File: src/rtl/rvv_backend_alu_issue_ctrl_pkg.sv
// Shared types for the RVV ALU issue controller: slot and controller FSM
// states plus a modular-add helper for the rotating unit pointer.
package rvv_backend_alu_issue_ctrl_pkg;

  typedef enum logic {SLOT_EMPTY = 1'b0, SLOT_FULL = 1'b1} ALU_ISSUE_SLOT_e;
  typedef enum logic {ISS_RUN = 1'b0, ISS_FLUSH = 1'b1} ALU_ISSUE_FSM_e;

  // (a + b) mod n for a < n and b <= n; a single conditional subtract suffices,
  // so n does not have to be a power of two.
  function automatic int wrap_add(input int a, input int b, input int n);
    int s;
    s = a + b;
    return (s >= n) ? s - n : s;
  endfunction

endpackage

File: src/rtl/rvv_backend_alu_issue_slot.sv
// One per-unit issue register with its EMPTY/FULL state; holds the uop stable
// until the unit accepts it, and drops it on flush.
module rvv_backend_alu_issue_slot
  import rvv_backend_alu_issue_ctrl_pkg::*;
#(
  parameter int UOP_W = 160
) (
  input  logic             clk,
  input  logic             rst,
  input  logic             load,
  input  logic [UOP_W-1:0] load_uop,
  input  logic             ready,
  input  logic             flush,
  output logic             valid,
  output logic [UOP_W-1:0] uop
);

  ALU_ISSUE_SLOT_e state;

  // NOTE: the payload is reset too, because the unit-facing uop bus must read
  // as zero after reset; it is not cleared on flush since valid already drops.
  always_ff @(posedge clk) begin
    if (rst) begin
      state <= SLOT_EMPTY;
      uop   <= '0;
    end else if (flush) begin
      state <= SLOT_EMPTY;
    end else if (load) begin
      state <= SLOT_FULL;
      uop   <= load_uop;
    end else if (ready) begin
      state <= SLOT_EMPTY;
    end
  end

  assign valid = (state == SLOT_FULL);

endmodule

File: src/rtl/rvv_backend_alu_issue_ctrl.sv
// In-order ALU issue scheduler: pops the longest issuable prefix of the RS head
// window into rotating per-unit issue registers. Perf counters under RVV_ALU_ISSUE_PERF_EN.
module rvv_backend_alu_issue_ctrl
  import rvv_backend_alu_issue_ctrl_pkg::*;
#(
  parameter int NUM_ALU = 2,
  parameter int UOP_W   = 160,
  parameter int PTR_W   = (NUM_ALU > 1) ? $clog2(NUM_ALU) : 1,
  parameter int PERF_W  = 32
) (
  input  logic                     clk,
  input  logic                     rst,
  input  logic [NUM_ALU-1:0]       uop_valid_rs2ctl,
  input  logic [NUM_ALU*UOP_W-1:0] uop_rs2ctl,
  output logic [NUM_ALU-1:0]       pop_ctl2rs,
  output logic [NUM_ALU-1:0]       unit_valid_ctl2alu,
  output logic [NUM_ALU*UOP_W-1:0] unit_uop_ctl2alu,
  input  logic [NUM_ALU-1:0]       unit_ready_alu2ctl,
  input  logic                     trap_flush_rvv,
  output logic                     ctl_busy,
  output logic [PERF_W-1:0]        perf_issue_cnt,
  output logic [PERF_W-1:0]        perf_stall_cnt
);

  localparam int CNT_W = PTR_W + 1;

  ALU_ISSUE_FSM_e     fsm;
  logic [PTR_W-1:0]   ptr;
  logic [NUM_ALU-1:0] slot_valid, free, load, pop;
  logic [UOP_W-1:0]   load_uop [NUM_ALU];
  logic [CNT_W-1:0]   pop_cnt;
  logic               flush_any;

  assign flush_any = trap_flush_rvv | (fsm == ISS_FLUSH);
  assign free      = ~slot_valid | unit_ready_alu2ctl;

  // NOTE: block-local temporaries in always_comb use blocking '=' and are
  // assigned before use on every path, so no latch is inferred.
  always_comb begin
    int   t;
    logic go;
    logic tgt_free;
    pop     = '0;
    load    = '0;
    pop_cnt = '0;
    go      = ~rst & (fsm == ISS_RUN) & ~trap_flush_rvv;
    for (int u = 0; u < NUM_ALU; u++) load_uop[u] = '0;
    for (int j = 0; j < NUM_ALU; j++) begin
      t        = wrap_add(int'(ptr), j, NUM_ALU);
      tgt_free = 1'b0;
      for (int u = 0; u < NUM_ALU; u++) if (u == t) tgt_free = free[u];
      // The first entry that cannot go blocks every younger one.
      if (go && uop_valid_rs2ctl[j] && tgt_free) begin
        pop[j]  = 1'b1;
        pop_cnt = pop_cnt + CNT_W'(1);
        for (int u = 0; u < NUM_ALU; u++) begin
          if (u == t) begin
            load[u]     = 1'b1;
            load_uop[u] = uop_rs2ctl[j*UOP_W +: UOP_W];
          end
        end
      end else begin
        go = 1'b0;
      end
    end
  end

  always_ff @(posedge clk) begin
    if (rst) begin
      fsm <= ISS_RUN;
      ptr <= '0;
    end else begin
      fsm <= trap_flush_rvv ? ISS_FLUSH : ISS_RUN;
      ptr <= flush_any ? '0 : PTR_W'(wrap_add(int'(ptr), int'(pop_cnt), NUM_ALU));
    end
  end

  for (genvar u = 0; u < NUM_ALU; u++) begin : g_slot
    rvv_backend_alu_issue_slot #(.UOP_W(UOP_W)) u_slot (
      .clk      (clk),
      .rst      (rst),
      .load     (load[u]),
      .load_uop (load_uop[u]),
      .ready    (unit_ready_alu2ctl[u]),
      .flush    (flush_any),
      .valid    (slot_valid[u]),
      .uop      (unit_uop_ctl2alu[u*UOP_W +: UOP_W])
    );
  end

  assign pop_ctl2rs         = pop;
  assign unit_valid_ctl2alu = slot_valid;
  assign ctl_busy           = (|slot_valid) | (fsm == ISS_FLUSH);

`ifdef RVV_ALU_ISSUE_PERF_EN
  logic [PERF_W-1:0] issue_cnt, stall_cnt;
  logic [CNT_W-1:0]  acc_cnt;
  logic [PERF_W:0]   issue_sum;

  always_comb begin
    acc_cnt = '0;
    for (int u = 0; u < NUM_ALU; u++)
      if (slot_valid[u] && unit_ready_alu2ctl[u]) acc_cnt = acc_cnt + CNT_W'(1);
  end

  assign issue_sum = {1'b0, issue_cnt} + (PERF_W+1)'(acc_cnt);

  // Both counters saturate and survive flushes; only reset clears them.
  always_ff @(posedge clk) begin
    if (rst) begin
      issue_cnt <= '0;
      stall_cnt <= '0;
    end else begin
      issue_cnt <= issue_sum[PERF_W] ? '1 : issue_sum[PERF_W-1:0];
      if (uop_valid_rs2ctl[0] && (pop == '0) && (stall_cnt != '1))
        stall_cnt <= stall_cnt + PERF_W'(1);
    end
  end

  assign perf_issue_cnt = issue_cnt;
  assign perf_stall_cnt = stall_cnt;
`else
  assign perf_issue_cnt = '0;
  assign perf_stall_cnt = '0;
`endif

  a_valid_thermo: assert property (@(posedge clk) disable iff (rst)
    ((uop_valid_rs2ctl >> 1) & ~uop_valid_rs2ctl) == '0);

  a_pop_subset: assert property (@(posedge clk) disable iff (rst)
    (pop_ctl2rs & ~uop_valid_rs2ctl) == '0);

endmodule

File: config.mk
export PLATFORM = sky130hd
export DESIGN_NAME = rvv_backend_alu_issue_ctrl
export DESIGN_NICKNAME = d
export VERILOG_FILES = /design/src/rtl/rvv_backend_alu_issue_ctrl_pkg.sv /design/src/rtl/rvv_backend_alu_issue_slot.sv /design/src/rtl/rvv_backend_alu_issue_ctrl.sv
export SDC_FILE = /design/constraint.sdc
export NUM_CORES = 1
export LEC_CHECK = 0
export CAP_MARGIN = 15
export CORE_AREA = 2 2 282 284
export CTS_CLUSTER_SIZE = 40
export DETAILED_ROUTE_END_ITERATION = 16
export DIE_AREA = 0 0 284 286
export MAX_ROUTING_LAYER = met4
export REMOVE_ABC_BUFFERS = 1
export SETUP_SLACK_MARGIN = 0.2
export SYNTH_ARGS = -nofsm -noshare
export SYNTH_HDL_FRONTEND = slang
export SYNTH_SLANG_ARGS = --single-unit
File: constraint.sdc
create_clock -name clk -period 3.4 [get_ports clk]
set_clock_uncertainty 0.15 [all_clocks]
set_input_delay 0.85 -clock clk [delete_from_list [all_inputs] [get_ports clk]]
set_output_delay 0.85 -clock clk [all_outputs]
set_load 0.01 [all_outputs]
==> results_dict.tcl <==
set metrics [dict create \
    status "complete, no violations" \
    syn-instance-count 2412 \
    design.core.area_sq_um 78400 \
    critPathMaxFanout 2 \
    routed_wl_um 70900 \
    detailed_place_hpwl_um 46800 \
    fmax_mhz 316 \
    ys_warn_count 0 \
    synthSimpleGateAreaFrac 0.413 \
    synth_area_per_cell_sq_um 6.94 \
    post_cts_buffers 0 \
    fin_util 0.325 \
    grt_setup_unrepaired "no" \
    nets 3259 \
    hp-class "reg2reg" \
    grt_pass1_vias 17200 \
    synth-edff-count 0 \
    maxSlewHeadroom 0.264 \
    pwr_density_cell_nw_per_um2 405 \
    grt-ovfl-total 0 \
    drive_gt1_frac 0.0472 \
    cts-root-buf "clkbuf_16" \
    synth_top_family_by_area "simple AND/OR/NAND/NOR gates" \
    die-area_sq_um 81200 \
    clock_path_buffers 3 \
    place_congestion 0.864 \
    crit_arrival_ns 2.16 \
    grt_max_degree 220 \
    synth-xor-area-share 0 \
    synth_compound_area_frac 0.114 \
    htree_levels 2 \
    leakagePower_nw 8.99 \
    wl_per_cell_um 17.6 \
    layout_commonest_cell "clkdlybuf4s50_1" \
    slew_viol_final 0 \
    via_count 18400 \
    cts.sinks 324 \
    synthArstFlopShare 0 \
    synthAdderAreaFrac 0 \
    dr.first_iter.drc_count 1117 \
    fp.dieH_um 286 \
    synth.mux.area_fraction 0 \
    syn-cell-area_sq_um 16700 \
    period_share 0.929 \
    antenna_found_initial 2 \
    num_rows 103 \
    pin_count 716 \
    synth-seq-cells 324 \
    crit_type "in2out" \
    vias_per_cell 4.59 \
    cts_buffers 42 \
    synthTopCellsByArea "dfxtp_1 39%, nor2_1 14%, nor3_1 9.6%" \
    peakVddDrop_mv 0.260 \
    setup_violations 0 \
    grt_pass1_wl_um 105000 \
    start_util 0.214 \
    cp-end-kind "primary output" \
    finalHoldViolCount 0 \
    die_w_um 284 \
    cts_tree "yes" \
    synth_top_area_cell "dfxtp_1" \
    tightest_slew_ns 1.10 \
    total_power_mw 10.3 \
    track_usage 0.168 \
    synthToLayoutAreaGrowth_pct 52.2 \
    cap_viol_max_count 0 \
    seq_area_frac_synth 0.387 \
    final_cell_mix "645 x clkdlybuf4s50_1, 643 x nor2_1, 323 x dfxtp_1" \
    portBuffers 651 \
    clock_latency_ns 0.57 \
    cts_hold_buffers 0 \
    path_clk_slew_ns 0.06 \
    synth_top_area_frac 0.387 \
    setup_ws_ns 0.240 \
    fin_crit_ns 3.16 \
    dpl_worst_slack_ns -0.557 \
    firstDrtPassIters 7 \
    ys_types 23 \
    ys.flop_type "dfxtp_1" \
    drc 0 \
    drtAntennaViolNets 0 \
    cp-start-kind "input pin" \
    critPathRequiredTime_ns 2.40 \
]
## routing by layer
layer  global-route usage  vias to the layer above  part of all wire
met5                    -                        -                 0
met4               0.0750                        0             0.044
met3               0.0337                      148             0.071
met2                0.269                      690              0.47
met1                0.205                     8582              0.42
li1                     -                     9015                 -
## per-stage QoR
stage          TNS (ns)  hold WS, ns  std cells  cell area (sq um)
5_1_grt               0        0.351       4017              25500
2_1_floorplan  -4356.58        0.360       2178              15600
4_1_cts               0        0.340       4015              25500
3_3_place_gp     -83.73        0.325       3938              24100
3_5_place_dp     -90.14        0.328       3938              24100
6_report              0        0.337       4020              25500
## cells by family after synthesis
logic type / Yosys count
flip-flops: 324
AND/OR/NAND/NOR: 1457
AO/OA/AOI/OAI: 330
buffers and inverters: 300
other: 1
## cell type report
class	count	area (sq um)
Antenna cell	5	12.5
Clock inverter	14	101
Fill cell	8452	52900
Multi-Input combinational cell	1851	9080
Tap cell	1050	1310
Sequential cell	324	6490
Inverter	3	16.3
Timing Repair Buffer	710	7210
Clock buffer	63	1260
## power by group
| group | total [mW] | switching, mW | leakage, nW | internal [mW] |
|---|---|---|---|---|
| logic | 1.80 | 0.873 | 5.67 | 0.926 |
| clock network | 4.48 | 1.84 | 0.680 | 2.64 |
| registers | 4.04 | 0.0846 | 2.64 | 3.95 |
| total | 10.3 | 2.80 | 8.99 | 7.52 |
## path summary, 6_finish.rpt
kind	from	to	slack, ns	cells after the start
min	g_slot[0].u_slot.uop[67]$_SDFFE_PP0P_	g_slot[0].u_slot.uop[67]$_SDFFE_PP0P_	0.34	2
max reg2reg	fsm$_SDFF_PP0_	g_slot[1].u_slot.uop[135]$_SDFFE_PP0P_	0.46	6
max	trap_flush_rvv	pop_ctl2rs[0]	0.24	5
min reg2reg	g_slot[0].u_slot.uop[67]$_SDFFE_PP0P_	g_slot[0].u_slot.uop[67]$_SDFFE_PP0P_	0.34	2
## Yosys cell counts (2+ instances only)
cell type / instances
buf_4: 68
nor2b_1: 163
nand3_1: 160
a31oi_1: 160
nor2_1: 644
inv_1: 2
dfxtp_1: 324
clkbuf_1: 185
a21oi_1: 164
buf_2: 44
nor3_1: 320
nand2b_1: 162
a2111oi_4: 2
o21ai_0: 3
or3_1: 3
## timing repair
action / 4_1_cts / 5_1_grt
resized for setup: 11 / 3
endpoints found under the setup margin: 87 / 168
pin swaps: 2 / 2
## critical path, stage by stage
cell	delay, ns
clkdlybuf4s15_1	0.18
or4b_4	0.53
or3_4	0.41
inv_2	0.08
buf_6	0.10
## sequential cells by signal (all words and copies together) (netlist names)
name	count
g_slot.u_slot.valid	2
ptr	1
fsm	1
g_slot.u_slot.uop	320
Power figures use the tool's default switching activity.
